File: src/rtl/nukv_result_pkg.sv
// nukv_result_pkg
// Shared types and constants for the predicate result merger:
//   - state_t : merger FSM states (IDLE / HDR / BODY)
//   - hdr_t   : latched header {meta, length, drop}
//   - BEAT_BYTES / BEAT_BYTES_LOG2 : bytes per value beat at the default width
package nukv_result_pkg;

    localparam int DEF_MEMORY_WIDTH = 512;
    localparam int DEF_META_WIDTH   = 96;
    localparam int BEAT_BYTES       = DEF_MEMORY_WIDTH / 8;
    localparam int BEAT_BYTES_LOG2  = $clog2(BEAT_BYTES);

    typedef enum logic [1:0] {
        IDLE = 2'd0,
        HDR  = 2'd1,
        BODY = 2'd2
    } state_t;

    typedef struct packed {
        logic [DEF_META_WIDTH-1:0] meta;
        logic [15:0]               length;
        logic                      drop;
    } hdr_t;

endpackage

File: src/rtl/nukv_pred_result_merger_if.sv
// nukv_pred_result_merger_if
// Handshake bundle of the result merger: command in, value stream in,
// header out, forwarded beat stream out.
//   slave  : merger view (consumes cmd/value, produces hdr/out)
//   master : surrounding pipeline view
interface nukv_pred_result_merger_if #(
    parameter int MEMORY_WIDTH = 512,
    parameter int META_WIDTH   = 96
);
    logic                    cmd_valid;
    logic [15:0]             cmd_length;
    logic [META_WIDTH-1:0]   cmd_meta;
    logic                    cmd_ready;

    logic [MEMORY_WIDTH-1:0] value_data;
    logic                    value_valid;
    logic                    value_last;
    logic                    value_drop;
    logic                    value_ready;

    logic                    hdr_valid;
    logic [META_WIDTH-1:0]   hdr_meta;
    logic [15:0]             hdr_length;
    logic                    hdr_drop;
    logic                    hdr_ready;

    logic [MEMORY_WIDTH-1:0] out_data;
    logic                    out_valid;
    logic                    out_last;
    logic                    out_ready;

    modport slave (
        input  cmd_valid, cmd_length, cmd_meta,
        output cmd_ready,
        input  value_data, value_valid, value_last, value_drop,
        output value_ready,
        output hdr_valid, hdr_meta, hdr_length, hdr_drop,
        input  hdr_ready,
        output out_data, out_valid, out_last,
        input  out_ready
    );

    modport master (
        output cmd_valid, cmd_length, cmd_meta,
        input  cmd_ready,
        output value_data, value_valid, value_last, value_drop,
        input  value_ready,
        input  hdr_valid, hdr_meta, hdr_length, hdr_drop,
        output hdr_ready,
        input  out_data, out_valid, out_last,
        output out_ready
    );
endinterface

File: src/rtl/nukv_beat_len_calc.sv
// nukv_beat_len_calc
// Maps a byte length to the number of value beats it occupies:
// max(1, ceil(length / 2^BEAT_LOG2)), evaluated in 17 bits so the
// rounding add cannot overflow.
//   i_length : value length in bytes
//   o_beats  : expected beat count
module nukv_beat_len_calc
    import nukv_result_pkg::*;
#(
    parameter int BEAT_LOG2 = BEAT_BYTES_LOG2
) (
    input  logic [15:0] i_length,
    output logic [15:0] o_beats
);

    logic [16:0] w_sum;
    logic [16:0] w_beats;

    assign w_sum   = {1'b0, i_length} + 17'((1 << BEAT_LOG2) - 1);
    assign w_beats = w_sum >> BEAT_LOG2;
    // A zero-length value still carries one (empty) beat.
    assign o_beats = (w_beats == 17'd0) ? 16'd1 : w_beats[15:0];

endmodule

File: src/rtl/nukv_pred_result_merger.sv
// nukv_pred_result_merger
// Pairs each command from the last predicate evaluator with its value
// stream, emits one header per value and then forwards (passed) or
// discards (dropped) the value beats. Keeps pass/drop statistics.
//
// Ports:
//   i_clk, i_rst     : clock, synchronous active-high reset
//   io_bus           : cmd / value / hdr / out handshake bundle (slave view)
//   o_stat_passed    : values forwarded (wraps)
//   o_stat_dropped   : values discarded (wraps)
//   o_error_length   : sticky beat-count mismatch flag
//
// Build option NUKV_RESULT_LEN_CHECK_EN: when defined, the consumed beat
// count of each value is compared with the count implied by its length;
// otherwise o_error_length is tied low and no check logic exists.
//
// state | meaning
// IDLE  | wait for command and first value beat together, accept command
// HDR   | present latched header until hdr_ready
// BODY  | forward or discard beats until the last-beat handshake
module nukv_pred_result_merger
    import nukv_result_pkg::*;
#(
    parameter int MEMORY_WIDTH = DEF_MEMORY_WIDTH,
    parameter int META_WIDTH   = DEF_META_WIDTH,
    parameter int CNT_WIDTH    = 32
) (
    input  logic                     i_clk,
    input  logic                     i_rst,
    nukv_pred_result_merger_if.slave io_bus,
    output logic [CNT_WIDTH-1:0]     o_stat_passed,
    output logic [CNT_WIDTH-1:0]     o_stat_dropped,
    output logic                     o_error_length
);

    state_t               r_state;
    hdr_t                 r_hdr;
    logic [CNT_WIDTH-1:0] r_passed;
    logic [CNT_WIDTH-1:0] r_dropped;

    logic w_run;
    logic w_cmd_hs;
    logic w_hdr_valid;
    logic w_body_pass;
    logic w_body_drop;
    logic w_beat_hs;
    logic w_last_hs;

    // Combinational outputs are gated by reset so every output reads 0
    // while reset is held, not only after the reset edge.
    assign w_run       = ~i_rst;
    assign w_cmd_hs    = w_run && (r_state == IDLE) && io_bus.cmd_valid && io_bus.value_valid;
    assign w_hdr_valid = w_run && (r_state == HDR);
    assign w_body_pass = w_run && (r_state == BODY) && !r_hdr.drop;
    assign w_body_drop = w_run && (r_state == BODY) && r_hdr.drop;

    assign io_bus.cmd_ready  = w_cmd_hs;
    assign io_bus.hdr_valid  = w_hdr_valid;
    assign io_bus.hdr_meta   = w_hdr_valid ? r_hdr.meta : {META_WIDTH{1'b0}};
    assign io_bus.hdr_length = w_hdr_valid ? r_hdr.length : 16'd0;
    assign io_bus.hdr_drop   = w_hdr_valid && r_hdr.drop;

    // Passed values are a zero-latency pass-through; dropped values are
    // drained at full rate regardless of the downstream.
    assign io_bus.value_ready = w_body_drop || (w_body_pass && io_bus.out_ready);
    assign io_bus.out_valid   = w_body_pass && io_bus.value_valid;
    assign io_bus.out_data    = w_body_pass ? io_bus.value_data : {MEMORY_WIDTH{1'b0}};
    assign io_bus.out_last    = w_body_pass && io_bus.value_last;

    assign w_beat_hs = io_bus.value_valid && io_bus.value_ready;
    assign w_last_hs = w_beat_hs && io_bus.value_last;

    assign o_stat_passed  = r_passed;
    assign o_stat_dropped = r_dropped;

    always_ff @(posedge i_clk) begin
        if (i_rst) begin
            r_state   <= IDLE;
            r_hdr     <= '0;
            r_passed  <= '0;
            r_dropped <= '0;
        end else begin
            case (r_state)
                IDLE: begin
                    if (w_cmd_hs) begin
                        r_hdr.meta   <= io_bus.cmd_meta;
                        r_hdr.length <= io_bus.value_drop ? 16'd0 : io_bus.cmd_length;
                        r_hdr.drop   <= io_bus.value_drop;
                        r_state      <= HDR;
                    end
                end
                HDR: begin
                    if (io_bus.hdr_ready) begin
                        r_state <= BODY;
                    end
                end
                BODY: begin
                    if (w_last_hs) begin
                        if (r_hdr.drop) begin
                            r_dropped <= r_dropped + CNT_WIDTH'(1);
                        end else begin
                            r_passed <= r_passed + CNT_WIDTH'(1);
                        end
                        r_state <= IDLE;
                    end
                end
                default: r_state <= IDLE;
            endcase
        end
    end

`ifdef NUKV_RESULT_LEN_CHECK_EN
    logic [15:0] w_exp_beats;
    logic [15:0] w_cnt_next;
    logic [15:0] r_exp_beats;
    logic [15:0] r_beat_cnt;
    logic        r_err;

    nukv_beat_len_calc #(
        .BEAT_LOG2 ($clog2(MEMORY_WIDTH / 8))
    ) u_len_calc (
        .i_length (io_bus.cmd_length),
        .o_beats  (w_exp_beats)
    );

    // Saturating count: a runaway value must not wrap back into a match.
    assign w_cnt_next = (r_beat_cnt == 16'hFFFF) ? r_beat_cnt : r_beat_cnt + 16'd1;

    always_ff @(posedge i_clk) begin
        if (i_rst) begin
            r_exp_beats <= '0;
            r_beat_cnt  <= '0;
            r_err       <= 1'b0;
        end else if (w_cmd_hs) begin
            r_exp_beats <= w_exp_beats;
            r_beat_cnt  <= '0;
        end else if (w_beat_hs) begin
            r_beat_cnt <= w_cnt_next;
            if (io_bus.value_last && (w_cnt_next != r_exp_beats)) begin
                r_err <= 1'b1;
            end
        end
    end

    assign o_error_length = r_err;
`else
    assign o_error_length = 1'b0;
`endif

endmodule

File: src/flat_wrapper.sv
// flat-port wrapper written by rule: the top's interface ports become plain ports
module nukv_pred_result_merger_flat import nukv_result_pkg::*;
#(
    parameter int MEMORY_WIDTH = DEF_MEMORY_WIDTH,
    parameter int META_WIDTH   = DEF_META_WIDTH,
    parameter int CNT_WIDTH    = 32
)
  (i_clk, i_rst, o_stat_passed, o_stat_dropped, o_error_length, io_bus_cmd_valid, io_bus_cmd_length, io_bus_cmd_meta, io_bus_cmd_ready, io_bus_value_data, io_bus_value_valid, io_bus_value_last, io_bus_value_drop, io_bus_value_ready, io_bus_hdr_valid, io_bus_hdr_meta, io_bus_hdr_length, io_bus_hdr_drop, io_bus_hdr_ready, io_bus_out_data, io_bus_out_valid, io_bus_out_last, io_bus_out_ready);
  nukv_pred_result_merger_if #(.MEMORY_WIDTH(MEMORY_WIDTH), .META_WIDTH(META_WIDTH)) io_bus_i ();
  input  logic i_clk;
  input  logic i_rst;
  output logic [CNT_WIDTH-1:0] o_stat_passed;
  output logic [CNT_WIDTH-1:0] o_stat_dropped;
  output logic o_error_length;
  input wire logic [$bits(io_bus_i.cmd_valid)-1:0] io_bus_cmd_valid;
  input wire logic [$bits(io_bus_i.cmd_length)-1:0] io_bus_cmd_length;
  input wire logic [$bits(io_bus_i.cmd_meta)-1:0] io_bus_cmd_meta;
  output wire logic [$bits(io_bus_i.cmd_ready)-1:0] io_bus_cmd_ready;
  input wire logic [$bits(io_bus_i.value_data)-1:0] io_bus_value_data;
  input wire logic [$bits(io_bus_i.value_valid)-1:0] io_bus_value_valid;
  input wire logic [$bits(io_bus_i.value_last)-1:0] io_bus_value_last;
  input wire logic [$bits(io_bus_i.value_drop)-1:0] io_bus_value_drop;
  output wire logic [$bits(io_bus_i.value_ready)-1:0] io_bus_value_ready;
  output wire logic [$bits(io_bus_i.hdr_valid)-1:0] io_bus_hdr_valid;
  output wire logic [$bits(io_bus_i.hdr_meta)-1:0] io_bus_hdr_meta;
  output wire logic [$bits(io_bus_i.hdr_length)-1:0] io_bus_hdr_length;
  output wire logic [$bits(io_bus_i.hdr_drop)-1:0] io_bus_hdr_drop;
  input wire logic [$bits(io_bus_i.hdr_ready)-1:0] io_bus_hdr_ready;
  output wire logic [$bits(io_bus_i.out_data)-1:0] io_bus_out_data;
  output wire logic [$bits(io_bus_i.out_valid)-1:0] io_bus_out_valid;
  output wire logic [$bits(io_bus_i.out_last)-1:0] io_bus_out_last;
  input wire logic [$bits(io_bus_i.out_ready)-1:0] io_bus_out_ready;
  assign io_bus_i.cmd_valid = io_bus_cmd_valid;
  assign io_bus_i.cmd_length = io_bus_cmd_length;
  assign io_bus_i.cmd_meta = io_bus_cmd_meta;
  assign io_bus_cmd_ready = io_bus_i.cmd_ready;
  assign io_bus_i.value_data = io_bus_value_data;
  assign io_bus_i.value_valid = io_bus_value_valid;
  assign io_bus_i.value_last = io_bus_value_last;
  assign io_bus_i.value_drop = io_bus_value_drop;
  assign io_bus_value_ready = io_bus_i.value_ready;
  assign io_bus_hdr_valid = io_bus_i.hdr_valid;
  assign io_bus_hdr_meta = io_bus_i.hdr_meta;
  assign io_bus_hdr_length = io_bus_i.hdr_length;
  assign io_bus_hdr_drop = io_bus_i.hdr_drop;
  assign io_bus_i.hdr_ready = io_bus_hdr_ready;
  assign io_bus_out_data = io_bus_i.out_data;
  assign io_bus_out_valid = io_bus_i.out_valid;
  assign io_bus_out_last = io_bus_i.out_last;
  assign io_bus_i.out_ready = io_bus_out_ready;
  nukv_pred_result_merger #(.MEMORY_WIDTH(MEMORY_WIDTH), .META_WIDTH(META_WIDTH), .CNT_WIDTH(CNT_WIDTH)) u_core (.i_clk(i_clk), .i_rst(i_rst), .io_bus(io_bus_i), .o_stat_passed(o_stat_passed), .o_stat_dropped(o_stat_dropped), .o_error_length(o_error_length));
endmodule
File: config.mk
export PLATFORM = sky130hd
export DESIGN_NAME = nukv_pred_result_merger_flat
export DESIGN_NICKNAME = d
export VERILOG_FILES = /design/src/rtl/nukv_result_pkg.sv /design/src/rtl/nukv_pred_result_merger_if.sv /design/src/rtl/nukv_beat_len_calc.sv /design/src/rtl/nukv_pred_result_merger.sv /design/src/flat_wrapper.sv
export SDC_FILE = /design/constraint.sdc
export NUM_CORES = 1
export LEC_CHECK = 0
export ABC_AREA = 1
export CAP_MARGIN = 5
export CORE_AREA = 4 4 516 518
export DETAILED_ROUTE_END_ITERATION = 8
export DIE_AREA = 0 0 520 522
export DONT_BUFFER_PORTS = 1
export GPL_ROUTABILITY_DRIVEN = 0
export MAX_ROUTING_LAYER = met4
export SLEW_MARGIN = 20
export SYNTH_ARGS = -nofsm -noshare
export SYNTH_HDL_FRONTEND = slang
export SYNTH_HIERARCHICAL = 1
export SYNTH_SLANG_ARGS = --single-unit
File: constraint.sdc
create_clock -name i_clk -period 3.4 [get_ports i_clk]
set_clock_uncertainty 0.05 [all_clocks]
set_input_delay 0 -clock i_clk [delete_from_list [all_inputs] [get_ports i_clk]]
set_output_delay 0 -clock i_clk [all_outputs]
set_load 0.1 [all_outputs]
# Word level (Yosys, flattened, before mapping)
# Index checks and enable logic that the tools add are counted.
# totals
ff_bits,179
out_inout_bits,695
elab_cells,43
inputBits,632
# op_classes
add_sub_neg,2
reduce_logical,20
eq_ne,5
n_bitwise,2
muxes,8
# ops
operator,n
512-bit two-way mux,1
96-bit two-way mux,1
32-bit by 1-bit adder with 32-bit output (second input constant),2
16-bit two-way mux,2
1-bit logical AND,13
3-bit AND reduction,3
2-bit two-way mux,3
2-bit case mux with 3 select lines,1
2-bit inequality test (second input constant),2
2-bit by 1-bit equality test with 1-bit output (second input constant),1
2-bit equality test (second input constant),1
2-bit logical NOT,1
2-bit by 1-bit inequality test with 1-bit output (second input constant),1
1-bit inverter,2
2-bit AND reduction,1
1-bit logical NOT,1
1-bit logical OR,1

# Longest topological paths before layout
# depth
ltp_word,9
ltp_mapped,12
ltp_nobuf,10

# Worst setup path after synthesis
# OpenSTA, ideal clock, no wires.
# synth_timing
path_type,reg-to-output
start,reg u_core.r_state[1]
end,out io_bus_hdr_meta[55]
slack_ps,437
required_time_ps,3350
n_path_buf,3
path_stages_with_launch,5
t_arrival_ps,2913
path_cell_list,dfxtp_1 > buf_6 > clkbuf_1 > buf_1 > nor3_1
# synth_between
elab_chain_cells,3
# synth_rtl
element,line,source
"start, declared",nukv_pred_result_merger.sv:36,state_t r_state;
"start signal, assigned",nukv_pred_result_merger.sv:78,r_state <= IDLE;
"start signal, assigned",nukv_pred_result_merger.sv:89,r_state <= HDR;
"start signal, assigned",nukv_pred_result_merger.sv:94,r_state <= BODY;
2-bit by 1-bit equality test with 1-bit output,nukv_pred_result_merger.sv:53,assign w_hdr_valid = w_run && (r_state == HDR);
1-bit logical AND,nukv_pred_result_merger.sv:53,
96-bit two-way mux,nukv_pred_result_merger.sv:59,assign io_bus.hdr_meta = w_hdr_valid ? r_hdr.meta : {META_WIDTH{1'b0}};
"end, declared",flat_wrapper.sv:25,output wire logic [$bits(io_bus_i.hdr_meta)-1:0] io_bus_hdr_meta;
# No other way between the ends.

# Worst setup path in the final report
# layout_timing
start,in i_rst
end,reg u_core/r_hdr[11] in the netlist's numbering
# layout_between
elab_chain_cells,5
# layout_rtl
element,line,source
"start, declared",flat_wrapper.sv:11,input logic i_rst;
1-bit inverter,nukv_pred_result_merger.sv:51,assign w_run = ~i_rst;
1-bit logical AND (3 in series),nukv_pred_result_merger.sv:52,assign w_cmd_hs = w_run && (r_state == IDLE) && io_bus.cmd_valid && io_bus.value_valid;
2-bit AND reduction (no line),--,
"end, declared",nukv_pred_result_merger.sv:37,hdr_t r_hdr;
# Several ways; a longest one is shown, not always the timed one.
# A chain may end at the register's enable or synchronous reset.

==> out/qor.txt <==
Num CTS Buffers: 25
Cell Chain, Critical Path: dlygate4sd3_1, buf_12, inv_6, nand3_1, buf_4, a22oi_1, dlygate4sd3_1, nor2_1, dlygate4sd3_1
die extent in x: 520 microns
setup_tns: 0 ns
Post-DP Area: 0.0289 sq mm
max_slew headroom: 31.2%
CTS tree: built
Power Total: 7010 uW
Min Clock Period, post-route: 3.17 ns
Pwr per Cell Area: 221 mW/mm^2
Worst-Margin Slew: 1.03 ns
layout cells sized above 1: 45.4%
Ys Warns: 6
LEAKAGE: 0.0129 uW
initial antenna violation count: 254
vias after detailed routing: 18900
Yosys cell types: 37
final-report hold violation count: 0
die area: 0.271 sq mm
slowest CP cell: dlygate4sd3_1
Root Buffer: clkbuf_16
number of global-route vias before repair: 17700
Final Setup Violations: 0
DR iter-0 viols: 1573
Residual DRC: 0
placed instance count: 6431
fin. max-slew vios: 0
async set-or-reset flop fraction in the synthesized netlist: 0%
CORE AREA: 0.262 sq mm
largest net degree at the start of global routing: 72
CP Buf/Inv Count: 6
Setup CP Type: input pin to flip-flop
Worst-path clk slew: 0.06 ns
Clock Path Buffers: 3
Clk Latency, worst-skew pair: 0.58 ns
Seq/Total Area, Yosys: 28.9%
# rows: 188
Die Span Y: 522 microns
status: completed
Starting Density: 4.75%
placed wire-length estimate: 179000 microns
CP required: 3.78 ns
Area contributors post-synth: dfxtp_1 29%, nor2_1 21%, inv_1 18%, nand2_1 11%, nor3_1 4.4%
Worst VDD drop: 0.366 mV
RSZ-0062 raised after global routing: false
port buffer count: 0
Clock Sinks: 179
Area Growth Syn to Fin: 155%
cell taking the most area after synthesis: dfxtp_1
Synth top cells by count: 687 x nor2_1, 598 x inv_1, 350 x nand2_1
Finished Layout Cells: 6745
vias per cell: 2.80
drt first pass iters: 6
post-synth top area share: 28.9%
crit path max fanout: 54
number of routed nets with antenna violations: 0
Max-cap violations: 0
critical path arrival: 3.55 ns
Crit path top cell by count: dlygate4sd3_1
Critical Path Source Type: input pin
drt total wl: 197000 microns
H-tree Lvls: 4
crit-path max cell delay: 0.62 ns
syn_nets: 2944
Syn Inst Count: 2310
Syn Area/Cell: 5.37 sq um
synthesized flop and latch total: 179
global route total overflow: 0
number of synthesized flops with an enable pin: 0
Top delay family on crit path: buffers and inverters
synthesized area: 0.0124 sq mm
crit end category: flip-flop
global-route wire length before repair: 233000 microns
Final #Nets: 3754
Top FF cell, synth: dfxtp_1
Final Cycle Share: 93.2%
count leader, synth: nor2_1
post-route cell area: 0.0317 sq mm
Max Clock Freq: 315 MHz
Avg WL per Cell: 29.3 microns
I/O Pins: 1327
GRT Total Usage: 14.2%
Hold Path Class: input pin to flip-flop
-- layout by cell type, fill, tap and decap left out, types with 3 or more instances in the layout --
| cell type | count |
|---|---|
| dlygate4sd3_1 | 176 |
| a22oi_1 | 16 |
| nand4_1 | 18 |
| nor3_1 | 11 |
| diode_2 | 104 |
| buf_16 | 25 |
| bufinv_16 | 4 |
| nor2_1 | 157 |
| nor3_2 | 98 |
| nand2_1 | 349 |
| buf_12 | 253 |
| a21oi_1 | 25 |
| clkbuf_16 | 98 |
| nand2_4 | 4 |
| nor2_4 | 88 |
| xnor2_1 | 4 |
| inv_1 | 598 |
| buf_4 | 382 |
| o21bai_1 | 3 |
| inv_6 | 3 |
| o21ai_0 | 107 |
| nor2_2 | 451 |
| nand3_1 | 50 |
| dfxtp_1 | 178 |
-- layout make-up --
| type | instances | area (sq um) |
|---|---|---|
| Antenna cell | 104 | 260 |
| Clock buffer | 27 | 653 |
| Clock inverter | 6 | 134 |
| Fill cell | 30000 | 230000 |
| Inverter | 603 | 2280 |
| Multi-Input combinational cell | 1402 | 8190 |
| Sequential cell | 179 | 3590 |
| Tap cell | 3515 | 4400 |
| Timing Repair Buffer | 909 | 12200 |
-- final timing paths --
path                            slack (ns)                        to  depth (start not counted)                     start
worst max-delay path                  0.23          u_core/r_hdr[11]                          9                     i_rst
worst min-delay path                  0.07          u_core/r_hdr[53]                          3       io_bus_cmd_meta[36]
worst max register to register        0.32          u_core/r_hdr[11]                          7         u_core/r_state[1]
worst min register to register        0.44  u_core/o_stat_dropped[9]                          2  u_core/o_stat_dropped[9]
-- metrics by stage --
step,setup WS [ns],hold WS [ns],util (%)
floorplan,0.437,0.0627,-
global placement,0.931,0.0355,11.0
detailed placement,0.865,0.0380,11.0
CTS,0.194,0.00130,12.0
global route,0.150,0.0189,12.1
finish,0.230,0.0748,12.1
-- per-layer routing --
layer	vias up	part of all wire, %	global-route usage [%]
li1	8417	-	-
met1	8709	40	15.8
met2	1473	40	19.6
met3	295	17	11.2
met4	0	3.4	3.52
met5	-	0	-
-- worst reg2reg max path, stage by stage (launching register included) --
cell,delay (ns)
dfxtp_4,0.42
nor3_1,0.25
nand3_1,0.32
buf_4,0.35
a22oi_1,0.30
dlygate4sd3_1,0.62
nor2_1,0.06
dlygate4sd3_1,0.60
-- where the power goes --
group	internal, uW	switching [uW]	total [uW]
registers	2170	24.9	2190
logic	500	1490	1990
clock network	1670	1160	2830
total	4330	2670	7010
-- timing repair --
| item | CTS | global route |
|---|---|---|
| gates resized for setup | 0 | 0 |
| hold buffers | 177 | 0 |
| setup endpoints to repair | 0 | 0 |
| buffers inserted | 0 | 0 |
| endpoints found under the hold margin | 179 | 0 |
-- cells by family after synthesis --
family | Yosys count | share of synthesized area [%]
flops | 179 | 28.9
other cells | 1 | 0.0302
compound gates | 156 | 6.77
fa+ha+maj | 2 | 0.202
buf+inv | 729 | 23.1
xor+xnor | 4 | 0.282
simple gates | 1239 | 40.7
-- flip-flops by register name (all words and copies together) (netlist names) --
signal,flops
u_core/o_stat_dropped,32
u_core/o_stat_passed,32
u_core/r_state,2
u_core/r_hdr,113
(Power assumes the default switching activity.)
